===== config.mk =====
export PLATFORM = sky130hd
export DESIGN_NAME = alu_arbiter
export DESIGN_NICKNAME = d
export VERILOG_FILES = /design/src/rtl/alu_pkg.sv /design/src/rtl/alu_arbiter_alu.sv /design/src/rtl/alu_arbiter.sv
export SDC_FILE = /design/constraint.sdc
export NUM_CORES = 1
export LEC_CHECK = 0
export ABC_AREA = 0
export CAP_MARGIN = 20
export CORE_MARGIN = 3
export CORE_UTILIZATION = 55
export CTS_BUF_LIST = sky130_fd_sc_hd__clkbuf_4 sky130_fd_sc_hd__clkbuf_8 sky130_fd_sc_hd__clkbuf_16
export CTS_CLUSTER_SIZE = 20
export DETAILED_ROUTE_END_ITERATION = 10
export DONT_BUFFER_PORTS = 1
export MAX_ROUTING_LAYER = met4
export PLACE_DENSITY = 0.81
export REMOVE_ABC_BUFFERS = 1
export SLEW_MARGIN = 10
export SYNTH_ARGS = -nofsm -noshare
export SYNTH_HDL_FRONTEND = slang
export SYNTH_SLANG_ARGS = --single-unit

===== constraint.sdc =====
create_clock -name clk -period 4.1 [get_ports clk]
set_input_delay 0.82 -clock clk [delete_from_list [all_inputs] [get_ports clk]]
set_output_delay 0.82 -clock clk [all_outputs]
set_load 0.01 [all_outputs]

===== src/rtl/alu_pkg.sv =====
// Shared types and helpers for the arbitrated ALU: opcode and FSM encodings,
// datapath width and the parity helper used by the ALU.
package alu_pkg;

    localparam int DATA_W = 32;

    typedef enum logic [1:0] {
        OPC_ADD    = 2'b00,
        OPC_SHIFT  = 2'b01,
        OPC_PARITY = 2'b10,
        OPC_UNDEF  = 2'b11
    } opc_e;

    typedef enum logic [1:0] {
        IDLE = 2'b00,
        EXEC = 2'b01,
        RESP = 2'b10
    } state_e;

    function automatic logic parity32(input logic [DATA_W-1:0] d);
        return ^d;
    endfunction

endpackage


===== src/rtl/alu_arbiter_alu.sv =====
// Purely combinational 32-bit ALU: add, logical left shift (saturating to 0
// for shift amounts of 32 or more), parity, and undefined opcode yielding 0.
module alu
    import alu_pkg::*;
(
    input  logic [DATA_W-1:0] A,
    input  logic [DATA_W-1:0] B,
    input  logic [1:0]        OPC,
    output logic [DATA_W-1:0] R
);

    // Opcode decode and result selection
    always_comb begin
        R = '0;
        case (opc_e'(OPC))
            OPC_ADD: begin
                R = A + B;
            end
            OPC_SHIFT: begin
                if (B >= 32'd32) begin
                    R = '0;
                end else begin
                    R = A << B[4:0];
                end
            end
            OPC_PARITY: begin
                R = {{(DATA_W-1){1'b0}}, parity32(A)};
            end
            OPC_UNDEF: begin
                R = '0;
            end
            default: begin
                R = '0;
            end
        endcase
    end

endmodule


===== src/rtl/alu_arbiter.sv =====
// Round-robin arbiter sharing one ALU between N_REQ valid/ready requesters.
// Each operation runs IDLE (grant) -> EXEC (compute) -> RESP (hold until taken).
module alu_arbiter
    import alu_pkg::*;
#(
    parameter  int N_REQ = 2,
    localparam int GW    = (N_REQ > 1) ? $clog2(N_REQ) : 1
) (
    input  logic                    clk,
    input  logic                    reset,
    input  logic [N_REQ-1:0]        req_valid,
    output logic [N_REQ-1:0]        req_ready,
    input  logic [N_REQ*DATA_W-1:0] req_a,
    input  logic [N_REQ*DATA_W-1:0] req_b,
    input  logic [N_REQ*2-1:0]      req_opc,
    output logic [N_REQ-1:0]        rsp_valid,
    input  logic [N_REQ-1:0]        rsp_ready,
    output logic [DATA_W-1:0]       rsp_r,
    output logic                    busy,
    output logic [GW-1:0]           grant_id
);

    state_e              r_state;
    logic [GW-1:0]       r_rr;
    logic [GW-1:0]       r_grant;
    logic [DATA_W-1:0]   r_a;
    logic [DATA_W-1:0]   r_b;
    logic [1:0]          r_opc;
    logic [DATA_W-1:0]   r_rsp_r;

    state_e              w_next_state;
    logic [N_REQ-1:0]    w_req_ready;
    logic [N_REQ-1:0]    w_rsp_valid;
    logic                w_accept;
    logic                w_release;
    logic [GW:0]         w_pick_res;
    logic                w_found;
    logic [GW-1:0]       w_pick;
    logic [GW-1:0]       w_rr_next;
    logic [DATA_W-1:0]   w_sel_a;
    logic [DATA_W-1:0]   w_sel_b;
    logic [1:0]          w_sel_opc;
    logic [DATA_W-1:0]   w_alu_r;

    // Returns {found, index} of the first valid request searching rr, rr+1, ... mod N_REQ.
    function automatic logic [GW:0] rr_pick(input logic [N_REQ-1:0] v, input logic [GW-1:0] rr);
        logic [GW:0]  res;
        int unsigned  idx;
        res = '0;
        for (int k = 0; k < N_REQ; k++) begin
            idx = (32'(rr) + 32'(k)) % 32'(N_REQ);
            if (!res[GW] && v[idx[GW-1:0]]) begin
                res = {1'b1, idx[GW-1:0]};
            end else begin
                res = res;
            end
        end
        return res;
    endfunction

    assign w_pick_res = rr_pick(req_valid, r_rr);
    assign w_found    = w_pick_res[GW];
    assign w_pick     = w_pick_res[GW-1:0];
    assign w_rr_next  = (r_grant == GW'(N_REQ - 1)) ? '0 : r_grant + 1'b1;

    // Operand mux for the winning requester
    always_comb begin
        w_sel_a   = req_a[DATA_W*int'(w_pick) +: DATA_W];
        w_sel_b   = req_b[DATA_W*int'(w_pick) +: DATA_W];
        w_sel_opc = req_opc[2*int'(w_pick) +: 2];
    end

    alu u_alu (
        .A   (r_a),
        .B   (r_b),
        .OPC (r_opc),
        .R   (w_alu_r)
    );

    // FSM state register
    always_ff @(posedge clk or posedge reset) begin
        if (reset) begin
            r_state <= IDLE;
        end else begin
            r_state <= w_next_state;
        end
    end

    // Next-state, handshake strobes and per-requester ready/valid decode
    always_comb begin
        w_next_state = r_state;
        w_req_ready  = '0;
        w_rsp_valid  = '0;
        w_accept     = 1'b0;
        w_release    = 1'b0;
        case (r_state)
            IDLE: begin
                // Reset is gated in so ready drops with the asynchronous reset.
                if (w_found && !reset) begin
                    w_req_ready[w_pick] = 1'b1;
                    w_accept            = 1'b1;
                    w_next_state        = EXEC;
                end else begin
                    w_next_state = IDLE;
                end
            end
            EXEC: begin
                w_next_state = RESP;
            end
            RESP: begin
                w_rsp_valid[r_grant] = 1'b1;
                if (rsp_ready[r_grant]) begin
                    w_release    = 1'b1;
                    w_next_state = IDLE;
                end else begin
                    w_next_state = RESP;
                end
            end
            default: begin
                w_next_state = IDLE;
            end
        endcase
    end

    // Operand capture, result register and round-robin pointer
    always_ff @(posedge clk or posedge reset) begin
        if (reset) begin
            r_a     <= '0;
            r_b     <= '0;
            r_opc   <= 2'b00;
            r_grant <= '0;
            r_rr    <= '0;
            r_rsp_r <= '0;
        end else begin
            if (w_accept) begin
                r_a     <= w_sel_a;
                r_b     <= w_sel_b;
                r_opc   <= w_sel_opc;
                r_grant <= w_pick;
            end
            if (r_state == EXEC) begin
                r_rsp_r <= w_alu_r;
            end
            if (w_release) begin
                r_rr <= w_rr_next;
            end
        end
    end

    assign req_ready = w_req_ready;
    assign rsp_valid = w_rsp_valid;
    assign rsp_r     = r_rsp_r;
    assign busy      = (r_state != IDLE);
    assign grant_id  = r_grant;

endmodule


==> results.json <==
{
  "status": "complete, no violations",
  "setup_slack_ps": 815.0,
  "synth_largest_area_cell": "dfrtp_1",
  "period_needed_ps": 3285,
  "worstReg2RegStart": "r_b[1]$_DFFE_PP0P_",
  "arrival_ps": 3560,
  "skew_ps": 8.668,
  "cts_tree": "built",
  "antenna_found_initial": 0,
  "drtPass1Iterations": 7,
  "nNetsFinal": 1026,
  "fill_cells": 1260,
  "worst-path-max-fanout": 18,
  "synthArstFlopShare": 1.000,
  "hold_buffers": 0,
  "slew_violations": 0,
  "cts-htree-levels": 3,
  "place_area_um2": 7965,
  "multi_input_area_um2": 4790,
  "synthFlopType": "dfrtp_1",
  "fin_crit_sh": 0.8012,
  "synth_edf_count": 0,
  "clockBufferDepth": 2,
  "start_util": 0.5647,
  "end_kind": "flip-flop",
  "path_clk_slew_ps": 70,
  "clkSinkCount": 102,
  "ys_types": 63,
  "hpwl_um": 17980,
  "clk_latency_ps": 360,
  "drive_gt1_frac": 0.08140,
  "num_rows": 43,
  "track_usage": 0.3088,
  "relSlewSlack": 0.3153,
  "ff_latch_area_um2": 2554,
  "wirelength_um": 23600,
  "synthTopCellsByCount": "dfrtp_1, nand2_1, inv_1, a222oi_1, nor2_1",
  "finalSetupViolations": 0,
  "die_h_um": 125.6,
  "critical_path_required_ps": 4380,
  "ys_seq_area_frac": 0.3244,
  "hold_violations": 0,
  "portBuffers": 0,
  "postCtsSetupBuffers": 0,
  "gr-total-overflow": 0,
  "routed_via_density": 6.826,
  "syn_area_um2": 7869,
  "worstHoldPathType": "reg -> reg",
  "tightest_slew_ps": 1019,
  "root_buffer": "clkbuf_16",
  "start_kind": "flip-flop",
  "post-synth-top-count-cell": "dfrtp_1",
  "syn_inst": 895,
  "io_pins": 176,
  "dp_slack_ps": 883.3,
  "via_count": 7099,
  "route.detailed.drc": 0,
  "syn_area_per_cell_um2": 8.792,
  "fmax_ghz": 0.3044,
  "grt_pass1_wl_um": 37870,
  "cts_made_buffers": 9,
  "dieArea_um2": 15780,
  "grt_max_degree": 78,
  "worstSetupPathType": "reg -> reg",
  "finalNonFillerCells": 1040,
  "max_cap_viol_count": 0,
  "rsz0062_at_grt": "no",
  "drt_iter0_drc": 968,
  "synth_top_area_frac": 0.3244,
  "fin_area_um2": 8250,
  "n_antenna_cell": 0,
  "critical_path.startpoint": "r_b[1]$_DFFE_PP0P_",
  "hp-start": "r_rr$_DFFE_PP0P_",
  "syn_to_final_growth_pct": 4.850,
  "routabilityCongestion": 0.9850,
  "routedWlPerCell_um": 22.69,
  "synthTopCellsByArea": "dfrtp_1, a222oi_1, mux2i_1",
  "grt_pass1_vias": 6734,
  "final_antenna_net_count": 0,
  "post_cts_resized": 0,
  "fin_util": 0.5921,
  "synth_warnings": 0,
  "ys_ff_latch": 102,
  "core_um2": 13930,
  "die_width_um": 125.6,
  "placedCellCount": 1024
}
## layer usage
| layer | vias to the layer above | GRT usage | part of all wire |
|---|---|---|---|
| met5 | - | - | 0 |
| met2 | 362 | 0.4449 | 0.44 |
| met3 | 37 | 0.05810 | 0.091 |
| met4 | 0 | 0.09503 | 0.022 |
| met1 | 3422 | 0.4446 | 0.44 |
| li1 | 3278 | - | - |
## metrics by stage
stage | hold slack [ps] | TNS (ps)
floorplan | 460.4 | -111090
global placement | 485.1 | 0
detailed placement | 493.2 | 0
CTS | 509.3 | 0
global route | 552.8 | 0
finish | 504.8 | 0
## flip-flops by register name (all words and copies together), names as in the netlist
register and flops:
r_state 2, r_rr 1, grant_id 1, r_a 32, r_b 32, r_opc 2, rsp_r 32
## cells by family after synthesis
logic type | synth area share
mux | 0.1078
fa+ha+maj | 0.05343
flops | 0.3244
xor+xnor | 0.06233
compound gates | 0.2536
buf+inv | 0.06996
simple gates | 0.1285
## placed cells by master, fill, tap and decap left out, types with 7 or more instances in the layout
cell and n:
mux2i_1 42, a21o_1 15, o21ai_0 51, mux4_2 16, dfrtp_1 101, ha_1 32, inv_1 74, a22oi_1 7
nor2b_1 11, o211ai_1 9, nand4_1 7, a221oi_1 8, a21oi_1 57, a222oi_1 66, nor2_1 60, nand2_1 88
nor3_1 17, nand3_1 8, buf_4 14, a31oi_1 7, xnor2_1 44, a211oi_1 9, clkbuf_16 9, xor2_1 12
## path summary, 6_finish.rpt
path / to / slack (ps) / cells past startpoint
setup / recovery: rsp_r[26]$_DFFE_PP0P_ / 820 / 11
hold / removal: r_rr$_DFFE_PP0P_ / 500 / 2
setup reg to reg: rsp_r[26]$_DFFE_PP0P_ / 820 / 11
hold reg to reg: r_rr$_DFFE_PP0P_ / 500 / 2
max in group asynchronous: rsp_r[29]$_DFFE_PP0P_ / 2680 / 2
min in group asynchronous: r_a[6]$_DFFE_PP0P_ / 540 / 1
## final cells by class
class	count	share of cell area
multi-input cells	651	0.5805
flip-flops and latches	102	0.3095
inverters	77	0.03534
clock buffers	11	0.03063
well taps	180	0.02730
repair buffers	14	0.01274
clock inverters	5	0.003943
## critical path, cell delays in order (launching register included)
cell and delay (ps):
dfrtp_2 650, inv_2 200, fa_1 460, nor2b_1 170
o211ai_1 90, a21boi_0 260, o21a_1 210, o21ai_1 100
a21oi_1 390, a21oi_1 160, or4_1 410, o211ai_1 100
Power is not shown: default switching activity piles up to over one toggle a cycle in this logic, so the estimate is an artifact.
